File: src/rtl/lockstep_pkg.sv
// Shared types for the lockstep commit checker: commit record, failure codes, checker states.
// Also provides the rd==0 normalisation helper used by every record comparison.
package lockstep_pkg;

  typedef struct packed {
    logic [31:0] pc;
    logic [4:0]  rd;
    logic [31:0] wdata;
  } commit_rec_t;

  typedef enum logic [2:0] {
    FAIL_NONE      = 3'd0,
    FAIL_MISMATCH  = 3'd1,
    FAIL_OVERFLOW  = 3'd2,
    FAIL_UNDERFLOW = 3'd3,
    FAIL_TIMEOUT   = 3'd4
  } fail_code_e;

  typedef enum logic {
    CHECK  = 1'b0,
    FAILED = 1'b1
  } chk_state_e;

  // Writes to x0 are architecturally invisible, so their data must not cause a divergence.
  function automatic commit_rec_t normalise(input commit_rec_t r);
    commit_rec_t n;
    n = r;
    if (r.rd == 5'd0) n.wdata = '0;
    return n;
  endfunction

endpackage

File: src/rtl/commit_fifo.sv
// Synchronous FIFO of commit records; a pop and a push in the same cycle are legal even when full.
// The caller is responsible for never pushing into a full FIFO without a matching pop.
module commit_fifo
  import lockstep_pkg::*;
#(
  parameter int DEPTH = 8
) (
  input  logic                     clk,
  input  logic                     reset,
  input  logic                     push,
  input  logic                     pop,
  input  commit_rec_t              din,
  output commit_rec_t              dout,
  output logic                     full,
  output logic                     empty,
  output logic [$clog2(DEPTH):0]   level
);

  localparam int AW = $clog2(DEPTH);

  commit_rec_t        r_mem [DEPTH];
  logic [AW-1:0]      r_wrPtr;
  logic [AW-1:0]      r_rdPtr;
  logic [AW:0]        r_level;

  // Storage carries no reset; only the pointers and level define what is valid.
  always_ff @(posedge clk) begin
    if (push) r_mem[r_wrPtr] <= din;
  end

  always_ff @(posedge clk) begin
    if (reset) begin
      r_wrPtr <= '0;
      r_rdPtr <= '0;
      r_level <= '0;
    end else begin
      if (push) r_wrPtr <= r_wrPtr + AW'(1);
      if (pop)  r_rdPtr <= r_rdPtr + AW'(1);
      case ({push, pop})
        2'b10:   r_level <= r_level + (AW+1)'(1);
        2'b01:   r_level <= r_level - (AW+1)'(1);
        default: r_level <= r_level;
      endcase
    end
  end

  assign dout  = r_mem[r_rdPtr];
  assign level = r_level;
  assign full  = (r_level == (AW+1)'(DEPTH));
  assign empty = (r_level == '0);

endmodule

File: config.mk
export PLATFORM = sky130hd
export DESIGN_NAME = commit_fifo
export DESIGN_NICKNAME = d
export VERILOG_FILES = /design/src/rtl/lockstep_pkg.sv /design/src/rtl/commit_fifo.sv
export SDC_FILE = /design/constraint.sdc
export NUM_CORES = 1
export LEC_CHECK = 0
export ABC_CLOCK_PERIOD_IN_PS = 7700
export CAP_MARGIN = 40
export CORE_MARGIN = 2
export CORE_UTILIZATION = 48
export CTS_CLUSTER_DIAMETER = 60
export DETAILED_ROUTE_END_ITERATION = 12
export GPL_ROUTABILITY_DRIVEN = 0
export PLACE_DENSITY_LB_ADDON = 0.1
export SLEW_MARGIN = 20
export SYNTH_ARGS = -nofsm -noshare
export SYNTH_HDL_FRONTEND = slang
export SYNTH_SLANG_ARGS = --single-unit
export TNS_END_PERCENT = 1
File: constraint.sdc
create_clock -name clk -period 7.7 [get_ports clk]
set_input_delay 0.77 -clock clk [delete_from_list [all_inputs] [get_ports clk]]
set_output_delay 0.77 -clock clk [all_outputs]
set_load 0.01 [all_outputs]
* After elaboration in Yosys (flattened, before gate mapping) *
Memory sizes are Yosys's and may differ from the RTL's. A register that Yosys moved wholly into a read port is not among the register bits.
Index checks and enable logic that the tools add are counted.

word-level totals
  memory bits (read-only) = 0
  RAM bits = 552
  latch bits = 0
  bits of input ports = 73
  register bits = 10
  memories kept = 1
  word-level logic and storage cells = 18

memories
  name   depth  bits a word  read ports  clocked after Yosys merged registers in  write ports  line               RTL
  r_mem  8      69           1           1                                        1            commit_fifo.sv:21  commit_rec_t r_mem [DEPTH];

operators by class
  $mul = 0
  shifts and indexed selects = 0
  divide/modulo/power cells = 0
  bitwise operators = 0
  add/subtract/negate cells = 4
  muxes and demuxes = 5
  reduce and logical (&&, ||, !) cells = 2
  equal/unequal tests = 3
  order comparisons = 0

operator list
  operator                                              number
  case mux 4 bit (2 select lines)                       1
  adder 3 x 1 -> 3 bit (second input constant)          2
  two-way mux 3 bit                                     2
  adder 4 x 1 -> 4 bit (second input constant)          1
  equality test 4 bit (second input constant)           1
  logical NOT 4 bit                                     1
  subtractor 4 x 1 -> 4 bit (second input constant)     1
  equality test 2 x 1 -> 1 bit (second input constant)  1
  equality test 2 bit (second input constant)           1
  two-way mux 1 bit                                     2
  nonzero test 2 bit                                    1

* Depth between registers and ports, before layout *
  word-level depth = 3
  gate-level depth with buffers = 8

* Worst setup path after synthesis *
No wires, ideal clock.

  path kind = input port to flip-flop
  start point = in push
  end point = mem r_mem[0][0] (netlist name), enable pin
  stages = 2
  path slack = 1.569 ns
  setup time = 0.581 ns
  data arrival time = 5.550 ns
  buffers on the path = 0
  cells stage by stage = nand2b_1 nor3_1

between the ends
  cells in the longest elaborated chain, start to end = 2

ends and longest elaborated chain
  what                                     line               RTL
  start, declared                          commit_fifo.sv:10  input logic push,
  two-way mux 1 bit                        commit_fifo.sv:28  if (push) r_mem[r_wrPtr] <= din;
  two-way mux 1 bit (implied by the code)  commit_fifo.sv:28
  end, declared                            commit_fifo.sv:21

No other way between the ends.

==> out/qor.yml <==
status: "finished clean"
ys_ff_latch: 565
start_kind: "flop"
postRouteAntennaNets: 0
setup-tns-final_ps: 0
track_usage: 0.1797
fin_nets: 1132
mostFrequentLayoutCells: "552 x edfxtp_1, 147 x clkdlybuf4s50_1, 138 x mux4_2, 70 x mux2_2, 57 x clkbuf_16"
end_kind: "primary output"
rsz0062_at_grt: "false"
hp-start: "r_rdPtr[2]"
mostFrequentLayoutCell: "edfxtp_1"
drc: 0
hold_viol: 0
max-vdd-ir-drop_v: 0.0002081
synth_edf_count: 552
io_pins: 148
power_leakage_nw: 7.872
finalCritPeriodShare: 0.5477
areaGrowthSynthToFinish_pct: 18.91
ff2ff_setup_slack_ps: 5240
via_count: 9270
timing.rr.end: "r_mem[2][24]"
grt_pass1_vias: 9988
syn_area_mm2: 0.02135
fin_cells: 1692
maxSlewHeadroom: 0.4721
final.setup_skew_ps: 21.91
gr-total-overflow: 0
yosysWarnings: 0
drive_above_1_share: 0.2866
synth-main-ff-cell: "edfxtp_1"
fmaxAchievable_mhz: 237.1
post-route-min-period_ps: 4217
hpwl_um: 21140
grt_max_degree: 99
async_flop_share: 0
cts_resized: 0
cts_root_buf: "clkbuf_16"
rows: 77
r2r_cells: 4
via_per_inst: 5.479
detail_route.wirelength_um: 40740
worst_r2r_startpoint: "r_wrPtr[2]"
grt_pass1_wl_um: 61680
hold_depth: 2
clk_pin_slew_ps: 60
synth_cell_types: 26
p_per_area_mw_per_mm2: 264.4
slew_viol_final: 0
drt-initial-drc-count: 570
clkLatencyLatePin_ps: 590
portBuffers: 147
holdPathEnd: "r_rdPtr[2]"
clock_sinks: 565
synthesis.instances: 869
die_area_mm2: 0.04619
max_slew.worst_pin.slew_ps: 790.0
die_width_um: 214.9
syn-mean-instance-area_um2: 24.57
die_h_um: 214.9
post-place-cells: 1588
critPathRequiredTime_ps: 6930
wl_per_cell_um: 24.08
worst-endpoint-arrival_ps: 3450
hold_class: "reg2reg"
antenna_found_initial: 4
syn_nets: 947
yosysSeqAreaShare: 0.7885
cts_buffers: 56
crit_type: "reg2out"
core_mm2: 0.04403
setup_viol: 0
start_util: 0.4850
htreeDepth: 2
holdBufCountCts: 0
cts_tree: "done"
fill_cells: 3236
cp_max_fo: 68
max-cap-violations: 0
postCtsSetupRepairBufs: 0
clockBufferDepth: 3
dr.pass1.iters: 5
## cells by family (layout without fill, tap and decap cells)
kind of cell | Yosys count | after routing | synth area share
other | 0 | 1 | 0
multiplexers | 212 | 212 | 0.1844
buffers and inverters | 43 | 273 | 0.01277
AO/OA/AOI/OAI | 5 | 5 | 0.001524
adder cells (fa/ha/maj) | 5 | 5 | 0.002930
AND/OR/NAND/NOR | 32 | 32 | 0.006974
flip-flops | 565 | 565 | 0.7885
XOR/XNOR | 7 | 7 | 0.002871
## worst max-delay path, cell delays in order (launching register included)
cell and delay, ps:
dfxtp_4 570, buf_16 310, buf_12 480, mux4_2 580, mux2_2 270, clkdlybuf4s50_1 520
## final cells by class
type                    count  area (um^2)  area share
flip-flops and latches    565        16850      0.6636
multi-input cells         261         4298      0.1693
repair buffers            169         1742     0.06860
clock buffers              71         1519     0.05983
well taps                 592        740.7     0.02917
clock inverters            32        236.5    0.009314
inverters                   1        3.754   0.0001478
diodes                      1        2.502  0.00009856
## state kept, by name, indices dropped and copies added, names as in the netlist, named ones only
signal	flops
level	4
r_mem	552
r_rdPtr	3
r_wrPtr	3
## through the flow
| step | setup WS [ps] | hold slack, ps | total power [W] | utilization | cell area [um^2] |
|---|---|---|---|---|---|
| 6_report | 3483 | 530.6 | 0.006713 | 0.5767 | 25390 |
| 5_1_grt | 3281 | 560.4 | 0.006957 | 0.5766 | 25390 |
| 4_1_cts | 3392 | 532.3 | 0.006804 | 0.5766 | 25390 |
| 3_5_place_dp | 4046 | 516.6 | 0.004202 | 0.5367 | 23630 |
| 3_3_place_gp | 3811 | 501.5 | 0.004190 | 0.5342 | 23520 |
| 2_1_floorplan | 1569 | 484.7 | 0.003917 | - | 21350 |
## how the worst max path moves through the flow
| stage | startpoint | to | slack, ps | depth (start not counted) |
|---|---|---|---|---|
| after global routing | flop | dout[45] | 3280 | 5 |
| after detailed placement | flop | dout[42] | 4050 | 5 |
| final | flop | dout[45] | 3480 | 5 |
| after CTS | flop | dout[42] | 3390 | 5 |
| after global placement | flop | dout[66] | 3810 | 4 |
| after floorplan | push | r_mem[0][0] | 1570 | 2 |
## routing by layer
| metal | wire (um) | track usage | vias up |
|---|---|---|---|
| li1 | - | - | 4080 |
| met5 | 41 | 0 | - |
| met1 | 17100 | 0.2358 | 4939 |
| met2 | 20730 | 0.3043 | 196 |
| met3 | 2271 | 0.04713 | 49 |
| met4 | 603 | 0.03935 | 6 |
## synthesized netlist by cell type (5+ instances only)
| cell type | count | area, um^2 |
|---|---|---|
| ha_1 | 5 | 62.56 |
| mux4_2 | 138 | 3108 |
| buf_6 | 14 | 157.7 |
| nand2_1 | 5 | 18.77 |
| buf_1 | 10 | 37.54 |
| dfxtp_1 | 13 | 260.3 |
| edfxtp_1 | 552 | 16580 |
| xor2_1 | 5 | 43.79 |
| clkbuf_1 | 13 | 48.80 |
| buf_2 | 5 | 25.02 |
| nor2_1 | 16 | 60.06 |
| mux2_2 | 70 | 788.3 |
## where the power goes
| group | internal [W] | switching (W) |
|---|---|---|
| sequential | 0.00346 | 0.0000376 |
| clock | 0.00151 | 0.00108 |
| combinational | 0.000348 | 0.000276 |
No activity file was read; power rests on OpenSTA's default activity.
